===== config.mk =====
export PLATFORM = sky130hd
export DESIGN_NAME = load_store_unit_flat
export DESIGN_NICKNAME = d
export VERILOG_FILES = /design/src/rtl/load_store_unit_if.sv /design/src/rtl/load_store_unit.sv /design/src/flat_wrapper.sv
export SDC_FILE = /design/constraint.sdc
export NUM_CORES = 1
export LEC_CHECK = 0
export BUFFER_PORTS_ARGS = -buffer_cell sky130_fd_sc_hd__buf_2
export CAP_MARGIN = 20
export CORE_MARGIN = 8
export CORE_UTILIZATION = 46
export DETAILED_ROUTE_END_ITERATION = 16
export PLACE_DENSITY_LB_ADDON = 0.12
export SYNTH_ARGS = -nofsm -noshare
export SYNTH_HDL_FRONTEND = slang
export SYNTH_SLANG_ARGS = --single-unit

===== constraint.sdc =====
create_clock -name clk -period 3.7 [get_ports clk]
set_input_delay 0.37 -clock clk [delete_from_list [all_inputs] [get_ports clk]]
set_output_delay 0.37 -clock clk [all_outputs]
set_load 0.03 [all_outputs]

===== src/rtl/load_store_unit_if.sv =====
// Core-side control and data-memory port bundle for the load/store unit.
// Latency: none (wiring only); the LSU registers the memory-side outputs.
// Backpressure: busy stalls the core; mem_rvalid completes the memory access.
interface load_store_unit_if #(
  parameter int ADDR_WIDTH = 32
);
  // core side
  logic                  MemRead;
  logic                  MemWrite;
  logic [2:0]            funct3;
  logic [ADDR_WIDTH-1:0] addr;
  logic [31:0]           wdata;
  logic                  busy;
  logic                  done;
  logic                  err;
  logic [31:0]           rdata;
  // data-memory side
  logic                  mem_req;
  logic                  mem_we;
  logic [ADDR_WIDTH-3:0] mem_addr;
  logic [3:0]            mem_be;
  logic [31:0]           mem_wdata;
  logic [31:0]           mem_rdata;
  logic                  mem_rvalid;

  // LSU view
  modport slave (
    input  MemRead, MemWrite, funct3, addr, wdata, mem_rdata, mem_rvalid,
    output busy, done, err, rdata, mem_req, mem_we, mem_addr, mem_be, mem_wdata
  );

  // core + memory view (drives requests and responses)
  modport master (
    output MemRead, MemWrite, funct3, addr, wdata, mem_rdata, mem_rvalid,
    input  busy, done, err, rdata, mem_req, mem_we, mem_addr, mem_be, mem_wdata
  );
endinterface


===== src/rtl/load_store_unit.sv =====
// Load/store unit: one access at a time to a word-addressed data memory; optional WAIT timeout under LSU_TIMEOUT_EN.
// Latency: legal access >= 4 cycles acceptance-to-done; illegal access 2 cycles.
// Backpressure: busy holds the core while an access is outstanding; waits on mem_rvalid (or timeout).
module load_store_unit #(
  parameter int ADDR_WIDTH     = 32,
  parameter int TIMEOUT_CYCLES = 255
) (
  input logic              clk,
  input logic              rst,
  load_store_unit_if.slave bus
);

  typedef enum logic [1:0] {
    IDLE = 2'd0,
    WAIT = 2'd1,
    RESP = 2'd2
  } state_t;

  // Elaboration-time range guard on the timeout length.
  if (TIMEOUT_CYCLES < 1 || TIMEOUT_CYCLES > 65535) begin : g_bad_timeout
    $error("load_store_unit: TIMEOUT_CYCLES out of range 1..65535");
  end

  state_t      state_q, state_d;
  logic        req;
  logic        legal;
  logic        accept;
  logic        complete;
  logic        fail;
  logic        busy_c;
  logic        rvalid_eff;
  logic        tmo_hit;

  logic        req_q;      // high only in the first WAIT cycle
  logic        err_q;
  logic        ld_q;       // latched direction: 1 = load
  logic [1:0]  lo_q;       // latched addr[1:0]
  logic [2:0]  f3_q;       // latched funct3

  logic [3:0]  be_c;
  logic [31:0] wd_c;
  logic [7:0]  ld_byte;
  logic [15:0] ld_half;
  logic [31:0] ld_ext;

  // Both MemRead and MemWrite high counts as a request so it can be rejected.
  assign req        = bus.MemRead | bus.MemWrite;
  // The response bus may still carry an old acknowledge on the request cycle.
  assign rvalid_eff = bus.mem_rvalid & ~req_q;

  // Request legality: direction must be unambiguous, funct3 valid for it, and the address naturally aligned.
  always_comb begin
    legal = 1'b0;
    if (bus.MemRead ^ bus.MemWrite) begin
      case (bus.funct3)
        3'b000:  legal = 1'b1;
        3'b100:  legal = bus.MemRead;
        3'b001:  legal = ~bus.addr[0];
        3'b101:  legal = bus.MemRead & ~bus.addr[0];
        3'b010:  legal = (bus.addr[1:0] == 2'b00);
        default: legal = 1'b0;
      endcase
    end
  end

  // Store lane replication and byte enables; loads always read the full word.
  always_comb begin
    be_c = 4'b1111;
    wd_c = 32'h0;
    if (bus.MemWrite) begin
      case (bus.funct3[1:0])
        2'b00: begin
          be_c = 4'b0001 << bus.addr[1:0];
          wd_c = {4{bus.wdata[7:0]}};
        end
        2'b01: begin
          be_c = bus.addr[1] ? 4'b1100 : 4'b0011;
          wd_c = {2{bus.wdata[15:0]}};
        end
        default: begin
          be_c = 4'b1111;
          wd_c = bus.wdata;
        end
      endcase
    end
  end

  // Lane select and sign/zero extension of the returned word using the latched offset and funct3.
  always_comb begin
    case (lo_q)
      2'd0:    ld_byte = bus.mem_rdata[7:0];
      2'd1:    ld_byte = bus.mem_rdata[15:8];
      2'd2:    ld_byte = bus.mem_rdata[23:16];
      default: ld_byte = bus.mem_rdata[31:24];
    endcase
    ld_half = lo_q[1] ? bus.mem_rdata[31:16] : bus.mem_rdata[15:0];
    case (f3_q)
      3'b000:  ld_ext = {{24{ld_byte[7]}}, ld_byte};
      3'b100:  ld_ext = {24'h0, ld_byte};
      3'b001:  ld_ext = {{16{ld_half[15]}}, ld_half};
      3'b101:  ld_ext = {16'h0, ld_half};
      default: ld_ext = bus.mem_rdata;
    endcase
  end

`ifdef LSU_TIMEOUT_EN
  logic [15:0] tmo_cnt;

  // Count WAIT cycles without a usable response; cleared while idle so it restarts at WAIT entry.
  always_ff @(posedge clk or posedge rst) begin
    if (rst) begin
      tmo_cnt <= 16'h0;
    end else if (state_q != WAIT) begin
      tmo_cnt <= 16'h0;
    end else if (!rvalid_eff) begin
      tmo_cnt <= tmo_cnt + 16'd1;
    end
  end

  assign tmo_hit = (({1'b0, tmo_cnt} + 17'd1) == 17'(TIMEOUT_CYCLES));
`else
  assign tmo_hit = 1'b0;
`endif

  // State register; reset aborts any outstanding access.
  always_ff @(posedge clk or posedge rst) begin
    if (rst) begin
      state_q <= IDLE;
    end else begin
      state_q <= state_d;
    end
  end

  // Next-state and control decode; a response arriving with the timeout still completes normally.
  always_comb begin
    state_d  = state_q;
    busy_c   = 1'b0;
    accept   = 1'b0;
    complete = 1'b0;
    fail     = 1'b0;
    case (state_q)
      IDLE: begin
        if (req) begin
          busy_c = 1'b1;
          if (legal) begin
            accept  = 1'b1;
            state_d = WAIT;
          end else begin
            fail    = 1'b1;
            state_d = RESP;
          end
        end
      end
      WAIT: begin
        busy_c = 1'b1;
        if (rvalid_eff) begin
          complete = 1'b1;
          state_d  = RESP;
        end else if (tmo_hit) begin
          fail     = 1'b1;
          state_d  = RESP;
        end
      end
      RESP: begin
        state_d = IDLE;
      end
      default: begin
        state_d = IDLE;
      end
    endcase
  end

  // Memory request registers, latched access attributes and the load result/err flag.
  always_ff @(posedge clk or posedge rst) begin
    if (rst) begin
      req_q         <= 1'b0;
      err_q         <= 1'b0;
      ld_q          <= 1'b0;
      lo_q          <= 2'b00;
      f3_q          <= 3'b000;
      bus.mem_we    <= 1'b0;
      bus.mem_addr  <= '0;
      bus.mem_be    <= 4'h0;
      bus.mem_wdata <= 32'h0;
      bus.rdata     <= 32'h0;
    end else begin
      req_q <= accept;
      if (accept) begin
        ld_q          <= bus.MemRead;
        lo_q          <= bus.addr[1:0];
        f3_q          <= bus.funct3;
        bus.mem_we    <= bus.MemWrite;
        bus.mem_addr  <= bus.addr[ADDR_WIDTH-1:2];
        bus.mem_be    <= be_c;
        bus.mem_wdata <= wd_c;
      end
      if (fail) begin
        err_q     <= 1'b1;
        bus.rdata <= 32'h0;
      end else if (complete) begin
        err_q <= 1'b0;
        if (ld_q) begin
          bus.rdata <= ld_ext;
        end
      end
    end
  end

  assign bus.mem_req = req_q;
  assign bus.busy    = busy_c & ~rst;
  assign bus.done    = (state_q == RESP);
  assign bus.err     = (state_q == RESP) & err_q;

endmodule


===== src/flat_wrapper.sv =====
// flat-port wrapper written by rule: the top's interface ports become plain ports
module load_store_unit_flat 
#(
  parameter int ADDR_WIDTH     = 32,
  parameter int TIMEOUT_CYCLES = 255
)
  (clk, rst, bus_MemRead, bus_MemWrite, bus_funct3, bus_addr, bus_wdata, bus_mem_rdata, bus_mem_rvalid, bus_busy, bus_done, bus_err, bus_rdata, bus_mem_req, bus_mem_we, bus_mem_addr, bus_mem_be, bus_mem_wdata);
  load_store_unit_if #(.ADDR_WIDTH(ADDR_WIDTH)) bus_i ();
  input logic clk;
  input logic rst;
  input wire logic [$bits(bus_i.MemRead)-1:0] bus_MemRead;
  input wire logic [$bits(bus_i.MemWrite)-1:0] bus_MemWrite;
  input wire logic [$bits(bus_i.funct3)-1:0] bus_funct3;
  input wire logic [$bits(bus_i.addr)-1:0] bus_addr;
  input wire logic [$bits(bus_i.wdata)-1:0] bus_wdata;
  input wire logic [$bits(bus_i.mem_rdata)-1:0] bus_mem_rdata;
  input wire logic [$bits(bus_i.mem_rvalid)-1:0] bus_mem_rvalid;
  output wire logic [$bits(bus_i.busy)-1:0] bus_busy;
  output wire logic [$bits(bus_i.done)-1:0] bus_done;
  output wire logic [$bits(bus_i.err)-1:0] bus_err;
  output wire logic [$bits(bus_i.rdata)-1:0] bus_rdata;
  output wire logic [$bits(bus_i.mem_req)-1:0] bus_mem_req;
  output wire logic [$bits(bus_i.mem_we)-1:0] bus_mem_we;
  output wire logic [$bits(bus_i.mem_addr)-1:0] bus_mem_addr;
  output wire logic [$bits(bus_i.mem_be)-1:0] bus_mem_be;
  output wire logic [$bits(bus_i.mem_wdata)-1:0] bus_mem_wdata;
  assign bus_i.MemRead = bus_MemRead;
  assign bus_i.MemWrite = bus_MemWrite;
  assign bus_i.funct3 = bus_funct3;
  assign bus_i.addr = bus_addr;
  assign bus_i.wdata = bus_wdata;
  assign bus_i.mem_rdata = bus_mem_rdata;
  assign bus_i.mem_rvalid = bus_mem_rvalid;
  assign bus_busy = bus_i.busy;
  assign bus_done = bus_i.done;
  assign bus_err = bus_i.err;
  assign bus_rdata = bus_i.rdata;
  assign bus_mem_req = bus_i.mem_req;
  assign bus_mem_we = bus_i.mem_we;
  assign bus_mem_addr = bus_i.mem_addr;
  assign bus_mem_be = bus_i.mem_be;
  assign bus_mem_wdata = bus_i.mem_wdata;
  load_store_unit #(.ADDR_WIDTH(ADDR_WIDTH), .TIMEOUT_CYCLES(TIMEOUT_CYCLES)) u_core (.clk(clk), .rst(rst), .bus(bus_i));
endmodule

==> flow_summary.toml <==
[status]
status = "complete, no violations"

[sta]
fin_setup_tns_ns = 0
worst-slew-pin-transition_ns = 0.965
fin_crit_sh_pct = 62.4
fmax_mhz = 433
finalSetupViolations = 0
worst_slack_ns = 1.39
maxSlewHeadroom_pct = 35.7
hold_violations = 0
fin_skew_ns = 0.00727
drv_slew = 0
rsz0062_at_grt = "false"
layout_min_cycle_time_ns = 2.31

[finish]
syn2layout_area_growth_pct = 24.5
nFillCells = 1112
fin_nets = 808
layout-drive-gt1-share_pct = 44.4
multi_input_area_um2 = 2550
seq_area_um2 = 2730

[synth]
seq_area_frac_synth_pct = 47.1
synth-seq-cells = 109
synth_area_leaders = "dfrtp_1 47%, mux2_4 8.3%, mux2_2 6.2%, mux2i_1 6.0%, inv_1 4.8%"
synth_top_family_by_area = "multiplexers"
synth_warnings = 0
synthArstFlopShare_pct = 100
ys.flop_type = "dfrtp_1"
synth-edff-count = 0
synth_simple_gate_area_share_pct = 7.99
syn_inst = 515
synth-xor-area-share_pct = 0
synth_top_area_cell = "dfrtp_1"
synth-compound-area-share_pct = 12.2
synthMuxAreaShare_pct = 23.7
syn-cell-area_um2 = 5790
syn_avg_cell_area_um2 = 11.2
syn_nets = 620
yosysTopAreaCellShare_pct = 47.1
ys_types = 41
synth_adder_area_share_pct = 0.216

[pwr]
p_leak_nw = 3.60
peakVddDrop_mv = 0.454
power.density_nw_per_um2 = 765

[route]
via_per_inst = 5.22
vias = 4598
dr.pass1.iters = 4
routedWlPerCell_um = 17.9
drt-initial-drc-count = 242
ant_nets = 0
totalWireLength_um = 15700
drc = 0

[setup_path]
path_cells = "buf_2 -> clkinv_1 -> ha_1 -> inv_1 -> a221o_1 -> nor3_4 -> buf_12 -> mux2_2"
critPathArrivalTime_ns = 2.55
end_kind = "flop"
critPathMaxStageDelay_ns = 0.40
required_ns = 3.94
cp_top_family = "buffers and inverters"
path_class = "primary input to flop"
path_buf_inv = 4
startpoint_type = "primary input"
crit_slowest_cell = "mux2_2"
worst-path-max-fanout = 75

[clock_network]
path_clk_slew_ns = 0.07
numCtsBuffers = 9
htree_levels = 3
clockBufferDepth = 2
cts_tree = "built"
clock_latency_ns = 0.35
cts_resized = 0
cts_hold_buf = 0
cts-root-buf = "clkbuf_16"
cts_setup_buffers = 0
cts_sinks = 109

[grt]
grt.met3_usage_pct = 6.24
grt-busiest-layer = "met2"
met1_usage_pct = 22.8
grt_usage_pct = 19.1
grt_pass1_wl_um = 24600
grt-ovfl-total = 0
grt_max_degree = 78
use_met2_pct = 30.2
grt_pass1_vias = 4866
antenna_found_initial = 2

[hold_path]
hold_class = "primary input to async pin"

[placement]
portBuffers = 206
globalplace.congestion = 0.923
dp_hpwl_um = 11800
preCtsSetupSlack_ns = 1.04

[floorplan]
die_area_um2 = 16400
die_w_um = 128
ios = 207
core_um2 = 12500
rows = 41
die_height_um = 128
initial_utilization_pct = 46.5

[flow_run]
drv_cap = 0
## path summary, 6_finish.rpt
check	from	end	slack, ns	depth (start not counted)
worst max-delay path	bus_MemWrite	u_core.bus.mem_addr[21]	1.39	8
worst min-delay path	rst	u_core.bus.mem_wdata[30]	0.24	2
worst max register to register	u_core.f3_q[0]	u_core.bus.rdata[28]	1.58	4
worst min register to register	u_core.err_q	u_core.err_q	0.48	1
max in group asynchronous	rst	u_core.bus.mem_addr[29]	2.64	3
min in group clk	bus_addr[11]	u_core.bus.mem_addr[9]	0.24	2
## flip-flops by register name, summed over array words and instances, names as in the netlist
register,flops
u_core.bus.mem_wdata,32
u_core.bus.rdata,32
u_core.bus.mem_addr,30
u_core.bus.mem_be,4
u_core.f3_q,3
u_core.lo_q,2
u_core.state_q,2
u_core.bus.mem_req,1
u_core.bus.mem_we,1
u_core.err_q,1
u_core.ld_q,1
## power breakdown
part / internal [mW] / switching, mW
clock: 0.545 / 0.443
sequential: 1.62 / 0.330
combinational: 1.01 / 1.56
## stage by stage
stage	total power [mW]	hold WS, ns	instance area, um^2	util, %	instances
5_1_grt	5.82	0.231	7210	57.8	881
2_1_floorplan	3.82	0.442	5790	-	515
3_3_place_gp	4.50	0.463	6880	55.2	863
4_1_cts	5.55	0.224	7180	57.6	879
6_report	5.52	0.240	7210	57.8	881
3_5_place_dp	4.54	0.466	6880	55.2	863
## cell families (layout without fill, tap and decap cells)
logic type,after synthesis,in the layout
compound gates,87,87
fa+ha+maj,1,1
buf+inv,112,305
flops,109,109
mux,107,107
other cells,0,1
simple gates,99,99
## synth_stat cells, drive strengths merged (8+ instances only)
| cell type | count |
|---|---|
| o21ai | 13 |
| clkbuf | 12 |
| buf | 25 |
| o22ai | 8 |
| nand2 | 49 |
| o32ai | 24 |
| mux2i | 35 |
| nor2 | 23 |
| a221o | 17 |
| inv | 74 |
| a21oi | 9 |
| mux4 | 8 |
| nor2b | 17 |
| dfrtp | 109 |
| mux2 | 64 |
| o31ai | 8 |
## routing by layer
layer  share of wire [%]  wire length [um]
met2                  47              7420
met3                 9.2              1460
met4                 2.9               456
met1                  41              6410
met5               0.064                10
## placed cells by master (no fill, tap or decap), drive strengths merged, types with 2 or more instances in the layout
cell	n
buf	214
dfrtp	109
inv	75
mux2	64
nand2	49
mux2i	35
o32ai	24
nor2	23
a221o	17
nor2b	17
o21ai	13
clkbuf	11
a21oi	9
o22ai	8
mux4	8
o31ai	8
or2	3
nand2b	2
clkinvlp	2
or3	2
clkinv	2
## final cells by class
type | instances | area share (%)
antenna | 1 | 0.0347
multi-input combinational | 294 | 35.4
clock buffer | 11 | 3.37
timing repair buffer | 214 | 15.6
clock inverter | 5 | 0.816
inverter | 75 | 3.94
sequential | 109 | 37.8
tap | 172 | 2.99
## worst register-to-register path, delay by kind of cell, from the launching register on
kind                   cells  cell delay [ns]
AOI/OAI and AO/OA          3             0.99
DFF                        1             0.78
buffers and inverters      1             0.20
Note: power is estimated with default switching activity, not from simulation.
